## src/rtl/clkstep_ctrl_pkg.sv

```systemverilog
// Shared state encoding and default widths for the run/step clock controller.
// Reused by the front-panel display logic.
package clkstep_ctrl_pkg;

    typedef logic [1:0] state_t;

    localparam state_t IDLE  = 2'd0;
    localparam state_t RUN   = 2'd1;
    localparam state_t BURST = 2'd2;
    localparam state_t STEP  = 2'd3;

    localparam int CNT_W_DEF = 8;
    localparam int CYC_W_DEF = 16;

endpackage

```

## src/rtl/clkstep_ctrl_req_edge.sv

```systemverilog
// Request qualifier: optional debounce (CLKSTEP_DEBOUNCE_EN), history register, rising-edge pulse.
// Pulse is combinational from the current sample; history resets high so a held request is not an edge.
module clkstep_ctrl_req_edge #(
    parameter int DEB_CYCLES = 4
) (
    input  logic clk,
    input  logic rst,
    input  logic req,
    output logic pulse
);

    logic hist;
    logic lvl;

`ifdef CLKSTEP_DEBOUNCE_EN
    localparam int CW = $clog2(DEB_CYCLES);
    localparam logic [CW-1:0] CMAX = CW'(DEB_CYCLES - 1);

    logic [CW-1:0] cnt;

    // Counter starts saturated so a request held through reset qualifies at once and makes no edge.
    always_ff @(posedge clk) begin
        if (rst) begin
            cnt <= CMAX;
        end else if (!req) begin
            cnt <= '0;
        end else if (cnt != CMAX) begin
            cnt <= cnt + 1'b1;
        end
    end

    assign lvl = req && (cnt == CMAX);
`else
    logic unused_deb;
    assign unused_deb = (DEB_CYCLES > 1);
    assign lvl = req;
`endif

    always_ff @(posedge clk) begin
        if (rst) begin
            hist <= 1'b1;
        end else begin
            hist <= lvl;
        end
    end

    assign pulse = lvl && !hist;

endmodule

```

## src/rtl/clkstep_ctrl.sv

```systemverilog
// Run/step controller producing a registered, edge-aligned enable for the clock gate cell.
// Optional request debounce via CLKSTEP_DEBOUNCE_EN; en/busy reflect the next state with no extra latency.
module clkstep_ctrl
    import clkstep_ctrl_pkg::*;
#(
    parameter int CNT_W      = CNT_W_DEF,
    parameter int DEB_CYCLES = 4,
    parameter int CYC_W      = CYC_W_DEF
) (
    input  logic             clk,
    input  logic             rst,
    input  logic             run_req,
    input  logic             stop_req,
    input  logic             step_req,
    input  logic             burst_req,
    input  logic [CNT_W-1:0] burst_len,
    input  logic             halt,
    output logic             en,
    output logic             busy,
    output logic [1:0]       state_o,
    output logic [CYC_W-1:0] cyc_cnt
);

    state_t           state;
    state_t           state_n;
    logic [CNT_W-1:0] remaining;
    logic [CNT_W-1:0] remaining_n;
    logic             run_edge;
    logic             step_edge;
    logic             burst_edge;

    clkstep_ctrl_req_edge #(.DEB_CYCLES(DEB_CYCLES)) u_run_edge (
        .clk   (clk),
        .rst   (rst),
        .req   (run_req),
        .pulse (run_edge)
    );

    clkstep_ctrl_req_edge #(.DEB_CYCLES(DEB_CYCLES)) u_step_edge (
        .clk   (clk),
        .rst   (rst),
        .req   (step_req),
        .pulse (step_edge)
    );

    clkstep_ctrl_req_edge #(.DEB_CYCLES(DEB_CYCLES)) u_burst_edge (
        .clk   (clk),
        .rst   (rst),
        .req   (burst_req),
        .pulse (burst_edge)
    );

    always_comb begin
        state_n     = state;
        remaining_n = remaining;
        if (stop_req || halt) begin
            state_n     = IDLE;
            remaining_n = '0;
        end else begin
            case (state)
                IDLE: begin
                    // A zero-length burst edge still wins priority over run; it just does nothing.
                    if (step_edge) begin
                        state_n = STEP;
                    end else if (burst_edge) begin
                        if (burst_len != '0) begin
                            state_n     = BURST;
                            remaining_n = burst_len;
                        end
                    end else if (run_edge) begin
                        state_n = RUN;
                    end
                end
                STEP: state_n = IDLE;
                BURST: begin
                    remaining_n = remaining - 1'b1;
                    if (remaining == CNT_W'(1)) begin
                        state_n = IDLE;
                    end
                end
                default: state_n = state;
            endcase
        end
    end

    always_ff @(posedge clk) begin
        if (rst) begin
            state     <= IDLE;
            remaining <= '0;
            en        <= 1'b0;
            busy      <= 1'b0;
            cyc_cnt   <= '0;
        end else begin
            state     <= state_n;
            remaining <= remaining_n;
            en        <= (state_n != IDLE);
            busy      <= (state_n != IDLE);
            if (en) begin
                cyc_cnt <= cyc_cnt + 1'b1;
            end
        end
    end

    assign state_o = state;

endmodule

```

## config.mk

```make
export PLATFORM = sky130hd
export DESIGN_NAME = clkstep_ctrl
export DESIGN_NICKNAME = d
export VERILOG_FILES = /design/src/rtl/clkstep_ctrl_pkg.sv /design/src/rtl/clkstep_ctrl_req_edge.sv /design/src/rtl/clkstep_ctrl.sv
export SDC_FILE = /design/constraint.sdc
export NUM_CORES = 1
export LEC_CHECK = 0
export BUFFER_PORTS_ARGS = -buffer_cell sky130_fd_sc_hd__buf_2
export CORE_MARGIN = 3
export CORE_UTILIZATION = 50
export DETAILED_ROUTE_END_ITERATION = 10
export PLACE_DENSITY = 0.75
export SLEW_MARGIN = 20
export SYNTH_ARGS = -nofsm -noshare
export SYNTH_HDL_FRONTEND = slang
export SYNTH_SLANG_ARGS = --single-unit
```

## constraint.sdc

```tcl
create_clock -name clk -period 2.5 [get_ports clk]
set_input_delay 0.125 -clock clk [delete_from_list [all_inputs] [get_ports clk]]
set_output_delay 0.125 -clock clk [all_outputs]
set_load 0.03 [all_outputs]
```

* Word-level counts from Yosys, hierarchy flattened
Index checks and enable logic that the tools add are counted.
** Cells by class
- $add $sub $neg :: 2
- Equality and inequality tests :: 6
- Multiplexer cells :: 11
- Reduce and logical (&&, ||, !) cells :: 13
** Operators with widths (count)
- 8-bit 2-to-1 mux :: 3
- 16-bit by 1-bit adder with 16-bit output (second input constant) :: 1
- 8-bit case mux with 2 select lines :: 1
- 2-bit 2-to-1 mux :: 6
- 8-bit by 1-bit == test with 1-bit output (second input constant) :: 1
- 8-bit nonzero test :: 1
- 8-bit by 1-bit subtractor with 8-bit output (second input constant) :: 1
- 2-bit != test (second input constant) :: 3
- 2-bit case mux with 3 select lines :: 1
- 2-bit == test (second input constant) :: 2
- 4-bit AND reduction :: 1
- 2-bit nonzero test :: 2
- 1-bit logical AND :: 3
- 1-bit zero test :: 3
- 2-bit zero test :: 1
- 2-bit OR reduction :: 1
- 1-bit logical OR :: 1
** Word-level totals
- Register bits :: 30
- Bits of input ports :: 15
- Output and inout port bits :: 20
- Word-level logic and storage cells :: 39

* Longest topological paths before layout
Gate-level depths: netlist of run 1.
- Depth after elaboration :: 8
- Depth in mapped cells :: 7
- Mapped depth without buffers :: 6

* By module
From an unflattened synthesis of run 1, not the netlist that was laid out.
** Unflattened totals
- Cells, all modules :: 174
- Area, all modules :: 1473.9 um2
** By module, submodules not included
- clkstep_ctrl :: instances 1, cells each 165, area an instance 1376.3 um2, sequential area each 540.5 um2
- clkstep_ctrl_req_edge :: instances 3, cells each 3, area an instance 32.5 um2, sequential area each 20.0 um2

* Least setup slack after synthesis of run 1
No wires, ideal clock.
- Path kind :: reg-to-reg
- From :: register cyc_cnt[0]
- To :: register cyc_cnt[10]
- Setup time :: 0.125 ns
- Arrival time :: 1.493 ns
- Required time :: 2.375 ns
- Slack :: 0.882 ns
- Stages on the path, launching flop included :: 7
- Path through :: dfxtp_1 -> ha_1 -> nand4_1 -> nor3_2 -> nand3_1 -> xor2_1 -> nor2_1
** On the way
- Longest elaborated chain between the ends :: 1
** RTL lines
- start: declaration :: line clkstep_ctrl.sv:21 : output logic [CYC_W-1:0] cyc_cnt
- start signal: assignment :: line clkstep_ctrl.sv:99 : cyc_cnt <= cyc_cnt + 1'b1;
- 16-bit by 1-bit adder with 16-bit output :: line clkstep_ctrl.sv:99
No other way between the ends.
A chain may end at the register's enable or synchronous reset.

* Worst setup path after layout of run 1
- From :: register remaining[0]
- To :: register remaining[6]
** On the way
- Longest elaborated chain between the ends :: 2
** RTL lines
- start: declaration :: line clkstep_ctrl.sv:26 : logic [CNT_W-1:0] remaining;
- start signal: assignment :: line clkstep_ctrl.sv:95 : remaining <= remaining_n;
- 8-bit by 1-bit subtractor with 8-bit output :: line clkstep_ctrl.sv:76 : remaining_n = remaining - 1'b1;
- 8-bit case mux with 2 select lines :: line clkstep_ctrl.sv:60 : case (state)
No other way between the ends.

==> reports/results.txt, run 1 <==
The average wire per standard cell is 13.78 um, and the post-synthesis cell count is 162. STA puts the critical path data required time at 2.76 ns. In the synthesized netlist the dominant register cell turns out to be sky130_fd_sc_hd__dfxtp_1. The relative area change from synthesis to final layout is 16.13%. Destination of the critical timing path: remaining[6]$_SDFFE_PP0P_. Port buffering added 34 buffers. Along the worst path, the maximum fanout reaches 4. The via count of the first global-routing pass was 1180.

Entering global routing, the biggest net connects 22 pins. The average size of a mapped cell was 9.098 um2; the net total in the final layout was 215. The run gives 0 as the number of synthesis warnings. Number of sinks on the clock net: 30.

For the post-detailed-route count of antenna-violating nets, the log shows 0. Summing internal, switching and leakage power gives 0.0008593 W. The via density per instance came out at 5.616. The run gives 0.5104 mV as the peak ir drop on the vdd network. Measured in cells, the most critical reg-to-reg path has a length of 6. The count of hold-fix buffers inserted at cts is 1.

Setup repair after global routing left no endpoint under its margin. Count of pins on the block boundary: 35. The first detailed-routing pass ran for 4 iterations. Hold is met by 0.01990 ns. The run gives 2.360 mm as the half-perimeter wire length after detailed placement. The run gives 0.1929 as the combined global-route utilization of all metal layers. The setup slack of the most critical reg-to-reg path is 0.89 ns. The tightest min-delay check is of the primary input to register type.

Height of the die: 60.30 um. The detailed router finished its first iteration with 84 violations. The region available for standard cell placement spans 0.002781 mm2. The last weighted congestion value of the routability-driven placer is 0.8232. The number of nets in the synthesized netlist is 180. The final critical path time including I/O delays and setup came out at 1.615 ns.

TritonCTS built the clock tree. The root buffer cell chosen for the clock tree is sky130_fd_sc_hd__clkbuf_4. After detailed routing, the number of remaining DRC violations is 0. The worst register-to-register path ends at remaining[6]$_SDFFE_PP0P_. Summing every instance area after synthesis gives 0.001474 mm2. Across the run, the number of max-cap violations was 0. The logs give 5 for the number of buffers added by the clock tree synthesis step and 0 for the number of gates resized after CTS. The power density relative to cell area was 502.1 mW/mm2.

The setup path with the least slack is of type register to register. On the final layout, the worst clock skew is 0.01165 ns. The first global-routing pass estimated 5.202 mm of wire. The total overflow left after global routing is 0. The tools report the overall die area as 0.003635 mm2. The worst setup path is captured at a register. The clock tree buffer depth was 2; the setup TNS after final layout was 0 ns. After clock tree synthesis, the clock-pin slew on the worst setup and hold paths is 0.10 ns.

The filler cells instantiated in the layout total 255. The tools report the cell total after placement as 220. The run gives 0 as the buffers inserted during post-CTS setup optimization. The startpoint identified for the worst register-to-register timing path is remaining[0]$_SDFFE_PP0P_. Counting flops with a built-in enable in the synthesized netlist gives 0. Once layout is done, the placed cells without fillers occupy 0.001712 mm2. For the total cell area at the placement stage, the log shows 0.001642 mm2. The cell leakage power was 0.7311 nW. Tracing the worst setup path back leads to its startpoint at remaining[0]$_SDFFE_PP0P_. The number of max-slew violations in the final report came out at 0. The logs give 0.4075 for the part of the Yosys area used for sequential elements and 0.32 ns for the clock network latency to the later pin of the worst-skew pair. The tools report the effective utilization at floorplan as 0.5299. The run gives 0 as the hold violation total from the final report. In this run the horizontal extent of the chip is 60.30 um. For the pin with the worst max-slew slack, the measured transition is 0.4587 ns.

In the final layout, flip-flops and latches occupy 600.6 um2. The post-route non-filler standard cell count is 229. In this run, synthesis produced a sequential element count of 30. Initial antenna violation count: 0.

Summed over all layers, the routed wires come to 3.156 mm. The initialized floorplan defines 19 standard-cell rows. The relative slew slack was 0.6918. For this run, the top clock speed supported by timing is 619.2 MHz. The number of H-tree levels was 2; the count of unique library cells instantiated by Yosys was 44.

Data arrives at the worst endpoint at 1.87 ns. Fraction of layout cells with a size suffix above 1: 0.2778. Setup violations remaining at the end of the flow were counted as 0. The vias after detailed routing was 1286; the fraction of registers with async set/reset was 0. The period utilization came out at 0.6460. In the final layout, the multi-input gates occupy 813.3 um2. The flow ran to the end, and the final reports show no timing, DRC or antenna violations. STA classifies the critical path startpoint as a register. The count of antenna diodes in the layout is 0.
-- layout make-up --
class / count / area share
Timing Repair Buffer: 35 / 0.1053
Sequential cell: 30 / 0.3509
Clock inverter: 1 / 0.002924
Inverter: 5 / 0.01096
Tap cell: 31 / 0.02266
Multi-Input combinational cell: 120 / 0.4751
Clock buffer: 7 / 0.03216
-- layout by cell type, fill, tap and decap left out, types with 2 or more instances in the layout --
cell type / count
sky130_fd_sc_hd__inv_1: 5
sky130_fd_sc_hd__or2_2: 3
sky130_fd_sc_hd__a31oi_1: 3
sky130_fd_sc_hd__nor3_2: 4
sky130_fd_sc_hd__clkbuf_4: 5
sky130_fd_sc_hd__nor2b_1: 3
sky130_fd_sc_hd__dfxtp_1: 30
sky130_fd_sc_hd__xnor2_1: 6
sky130_fd_sc_hd__nor2_1: 22
sky130_fd_sc_hd__a21oi_1: 5
sky130_fd_sc_hd__nand4_1: 4
sky130_fd_sc_hd__or3_1: 2
sky130_fd_sc_hd__ha_1: 3
sky130_fd_sc_hd__a21oi_2: 2
sky130_fd_sc_hd__buf_2: 34
sky130_fd_sc_hd__o21a_1: 2
sky130_fd_sc_hd__and3_1: 3
sky130_fd_sc_hd__o22ai_1: 3
sky130_fd_sc_hd__nor4_2: 2
sky130_fd_sc_hd__nand3_1: 6
sky130_fd_sc_hd__nand2b_1: 2
sky130_fd_sc_hd__xor2_1: 9
sky130_fd_sc_hd__nand2_1: 9
sky130_fd_sc_hd__nor3_1: 4
sky130_fd_sc_hd__mux2i_1: 6
-- kinds of logic after synthesis --
logic type,synth area share
flip-flops,0.4075
AND/OR/NAND/NOR,0.2700
buffers and inverters,0.04075
multiplexers,0.04075
XOR/XNOR,0.08914
AO/OA/AOI/OAI,0.1265
adder cells (fa/ha/maj),0.02547
-- how the worst min path moves through the flow --
stage / from / end / slack, ns / cells after the start
2_1_floorplan: burst_req / u_burst_edge.hist$_SDFF_PP1_ / 0.23 / 1
3_3_place_gp: step_req / u_step_edge.hist$_SDFF_PP1_ / 0.33 / 2
3_5_place_dp: step_req / u_step_edge.hist$_SDFF_PP1_ / 0.34 / 2
4_1_cts: burst_req / u_burst_edge.hist$_SDFF_PP1_ / 0.009 / 2
5_1_grt: burst_req / u_burst_edge.hist$_SDFF_PP1_ / 0.009 / 2
6_report: run_req / u_run_edge.hist$_SDFF_PP1_ / 0.02 / 2
-- per-layer routing --
metal	GRT usage	vias to the layer above	wire, um
li1	-	637	-
met1	0.2444	595	1434
met2	0.3025	46	1475
met3	0.04752	8	194
met4	0.09494	0	52
met5	0	-	0
-- report_power, final --
group / internal [W] / leakage, nW / switching, W
Sequential: 0.000484 / 0.243 / 0.00000676
Combinational: 0.0000297 / 0.453 / 0.0000402
Clock: 0.000136 / 0.0353 / 0.000163
-- synthesized netlist by cell type (2+ instances only) --
master	n	area (um2)
sky130_fd_sc_hd__inv_1	5	18.77
sky130_fd_sc_hd__or3_1	2	12.51
sky130_fd_sc_hd__xor2_1	9	78.83
sky130_fd_sc_hd__ha_1	3	37.54
sky130_fd_sc_hd__nand2_1	9	33.78
sky130_fd_sc_hd__nand4_1	4	25.02
sky130_fd_sc_hd__dfxtp_1	30	600.6
sky130_fd_sc_hd__and3_1	3	18.77
sky130_fd_sc_hd__a31oi_1	3	18.77
sky130_fd_sc_hd__nor2b_1	3	18.77
sky130_fd_sc_hd__xnor2_1	6	52.55
sky130_fd_sc_hd__nor3_1	4	20.02
sky130_fd_sc_hd__buf_2	3	15.01
sky130_fd_sc_hd__nand3_1	6	30.03
sky130_fd_sc_hd__nor2_1	22	82.58
sky130_fd_sc_hd__nor3_2	4	40.04
sky130_fd_sc_hd__a21oi_1	5	25.02
sky130_fd_sc_hd__nor4_2	2	25.02
sky130_fd_sc_hd__o22ai_1	3	18.77
sky130_fd_sc_hd__a21oi_2	2	17.52
sky130_fd_sc_hd__or2_2	3	18.77
sky130_fd_sc_hd__nand2b_1	2	12.51
sky130_fd_sc_hd__clkbuf_1	2	7.510
sky130_fd_sc_hd__o21a_1	2	15.01
sky130_fd_sc_hd__mux2i_1	6	60.06
-- worst max-delay path, cell delays in order, from the launching register on --
cell                      delay [ns]
sky130_fd_sc_hd__dfxtp_1        0.33
sky130_fd_sc_hd__inv_1          0.12
sky130_fd_sc_hd__ha_1           0.22
sky130_fd_sc_hd__nand2_1        0.10
sky130_fd_sc_hd__or3_1          0.33
sky130_fd_sc_hd__o32a_1         0.30
sky130_fd_sc_hd__a31oi_1        0.16
-- registers in the layout, summed over array words and instances, names as in the netlist --
name / count
busy: 1
cyc_cnt: 16
remaining: 8
state_o: 2
u_burst_edge.hist: 1
u_run_edge.hist: 1
u_step_edge.hist: 1
-- through the flow --
step	setup slack, ns	utilization
3_5_place_dp	0.9017	0.5902
5_1_grt	0.7499	0.6154
6_report	0.8851	0.6154
2_1_floorplan	0.8815	-
4_1_cts	0.8892	0.6154
3_3_place_gp	0.9943	0.5902
Note: power is estimated with default switching activity, not from simulation.
==> run 2: changes to the inputs <==
Clock period 2.5 ns to 1.51 ns, I/O delays scaled along.
==> reports/results.txt, run 2 (synthesis gave the netlist of run 1 again) <==
The period utilization was 1.003 (was 0.6460). The logs give 0.34 ns (was 0.32 ns) for the clock network latency to the later pin of the worst-skew pair and 0.5299 (unchanged) for the effective utilization at floorplan. The count of antenna diodes in the layout is 0 (unchanged). The number of maximum-capacitance constraint violations came out at 0 (unchanged). The worst clock skew on the final layout is 0.005285 ns (was 0.01165 ns). The run gives 0.002781 mm2 (unchanged) as the area of the placeable core. The via count of the first global-routing pass was 1347 (was 1180). The number of buffer and inverter instances along the worst setup path works out to 1 (unchanged). The power density relative to cell area was 771.3 mW/mm2 (was 502.1 mW/mm2); the height of the die was 60.30 um (unchanged). The number of sinks on the clock net is 30 (unchanged), and the final critical path time including I/O delays and setup is 1.515 ns (was 1.615 ns). The endpoint class of the critical path is a register (unchanged). For the total cell area at the placement stage, the log shows 0.001728 mm2 (was 0.001642 mm2). Worst setup path category: register to register (unchanged).

Number of buffers added by the clock tree synthesis step: 5 (unchanged). The run finished, with violations left. The row count is 19 (unchanged).

Ordered list of cells on the worst path: inv_2 -> ha_4 -> nand2_2 -> or3_4 -> o32a_1 -> a31oi_1 (was inv_1 -> ha_1 -> nand2_1 -> or3_1 -> o32a_1 -> a31oi_1). The average wire per standard cell is 14.07 um (was 13.78 um). The run gives 35 (unchanged) as the count of pins on the block boundary. The half-perimeter wire length after detailed placement came out at 2.472 mm (was 2.360 mm). The count of TritonRoute iterations in the first routing pass was 4 (unchanged); the number of fill cells in the layout was 211 (was 255). TritonCTS built the clock tree. Largest net degree at the start of global routing: 21 (was 22). For the net total in the final layout, the log shows 232 (was 215).

The initial antenna violation count is 0 (unchanged). The chip width was 60.30 um (unchanged); the fraction of layout cells with a size suffix above 1 was 0.3907 (was 0.2778). The largest register by flop count was cyc_cnt (unchanged). Type of the most critical hold path: primary input to register (unchanged).

For the last weighted congestion value of the routability-driven placer, the log shows 0.8469 (was 0.8232). The tools report the number of H-tree levels as 2 (unchanged). The tools report the combined global-route utilization of all metal layers as 0.2131 (was 0.1929). Worst slack after detailed placement: -0.007056 ns (was 0.9017 ns). For the final instance area, the log shows 0.001906 mm2 (was 0.001712 mm2). Startpoint class of the critical path: a register (unchanged).

The flip-flop count of the largest register after layout was 16 (unchanged); the wire length reported by the detailed router was 3.460 mm (was 3.156 mm). The remaining routing DRC violations was 0 (unchanged); the required time of the critical path was 1.78 ns (was 2.76 ns). The hold violation total from the final report was 0 (unchanged); the worst-path maximum fanout was 3 (was 4). The post-detailed-route count of antenna-violating nets was 0 (unchanged); the cell leakage power was 0.8485 nW (was 0.7311 nW). Leading cell types in the layout, fill and taps excluded: sky130_fd_sc_hd__buf_2 (34), sky130_fd_sc_hd__dfxtp_1 (24), sky130_fd_sc_hd__nor2_1 (21) (was sky130_fd_sc_hd__buf_2 (34), sky130_fd_sc_hd__dfxtp_1 (30), sky130_fd_sc_hd__nor2_1 (22)).

The relative slew slack was 0.7222 (was 0.6918). The final reports fail on negative setup slack. The most common cell after layout, fill and taps aside is sky130_fd_sc_hd__buf_2 (unchanged). For the number of max-slew violations in the final report, the log shows 0 (unchanged).

The logs give 660.1 MHz (was 619.2 MHz) for the top achievable clock speed and 1.78 ns (was 1.87 ns) for the data arrival time of the critical path. Clock tree root buffer cell: sky130_fd_sc_hd__clkbuf_4 (unchanged). The setup TNS after final layout is -0.004851 ns (was 0 ns). For the overall die area, the log shows 0.003635 mm2 (unchanged).

Relative area change from synthesis to final layout: 29.29% (was 16.13%). The cell type group with the largest total delay on the critical path was compound AO/OA/AOI/OAI gates (unchanged). The delay of the slowest critical-path stage was 0.35 ns (was 0.33 ns). The first-pass GRT wire length is 5.713 mm (was 5.202 mm), and the peak ir drop on the vdd network is 0.7125 mV (was 0.5104 mV).

The tools report the vias after detailed routing as 1359 (was 1286). The via density per instance is 5.524 (was 5.616). The total grt overflow is 0 (unchanged). The tools report the final worst setup slack as -0.004851 ns (was 0.8851 ns).

Slowest cell on the critical path: sky130_fd_sc_hd__dfxtp_2 (was sky130_fd_sc_hd__dfxtp_1). The run gives 1 (was 0) as the number of setup violations in the final report. Setup repair after global routing could not meet its margin everywhere.

The slew at the pin closest to its max-slew limit was 0.4135 ns (was 0.4587 ns). Count of port buffers added during placement: 34 (unchanged). The clock input transition at the sequential cells of the worst setup and hold paths is 0.10 ns (about the same). The clock tree buffer depth was 2 (unchanged); the starting DRC count in detailed routing was 59 (was 84).
==> run 2: routing by layer <==
layer | wire, um | GRT usage
met2 | 1641 | 0.3349
met4 | 76 | 0.1234
met1 | 1487 | 0.2467
met3 | 254 | 0.07775
met5 | 0 | 0
==> run 2: final timing paths <==
kind | endpoint | cells after the start | slack [ns] | start
worst max register to register | remaining[6]$_SDFFE_PP0P_ | 6 | -0.005 | remaining[1]$_SDFFE_PP0P_
worst max-delay path | remaining[6]$_SDFFE_PP0P_ | 6 | -0.005 | remaining[1]$_SDFFE_PP0P_
worst min register to register | state_o[0]$_SDFF_PP0_ | 2 | 0.51 | u_run_edge.hist$_SDFF_PP1_
worst min-delay path | remaining[7]$_SDFFE_PP0P_ | 3 | 0.04 | stop_req
==> run 2: stage by stage <==
| stage | util | hold slack (ns) | cells | power, W |
|---|---|---|---|---|
| CTS | 0.6640 | 0.02961 | 244 | 0.001484 |
| detailed placement | 0.6212 | 0.2796 | 231 | 0.0009552 |
| global route | 0.6851 | 0.04007 | 246 | 0.001540 |
| global placement | 0.6212 | 0.2747 | 231 | 0.0009504 |
| finish | 0.6851 | 0.03929 | 246 | 0.001470 |
| floorplan | - | 0.1821 | 162 | 0.0009064 |
==> run 2: layout make-up <==
type / instances / area [um2] / share of cell area
inverters: 5 / 18.77 / 0.009849
flip-flops and latches: 30 / 610.6 / 0.3204
well taps: 31 / 38.79 / 0.02035
clock buffers: 6 / 51.30 / 0.02692
repair buffers: 52 / 312.8 / 0.1641
clock inverters: 2 / 12.51 / 0.006566
multi-input cells: 120 / 860.8 / 0.4517
==> run 2: worst register-to-register path: cells and delay by family (launching register included) <==
family / cells / cell delay, ns
adders and majority gates: 1 / 0.15
buffers and inverters: 1 / 0.09
and+or+nand+nor: 2 / 0.40
DFF: 1 / 0.35
AOI/OAI and AO/OA: 2 / 0.47
==> run 2: timing repair <==
item                                    in CTS  in global routing
hold buffers                                 3                  0
endpoints found under the hold margin        3                  0
pin swaps                                    2                  5
gates resized for setup                      5                 10
setup buffers                                2                  2
endpoints found under the setup margin       1                  9
==> run 2: power breakdown <==
part / internal, W / leakage (nW) / switching, W
logic: 0.0000646 / 0.568 / 0.0000780
clock network: 0.000223 / 0.0343 / 0.000296
registers: 0.000800 / 0.246 / 0.00000769
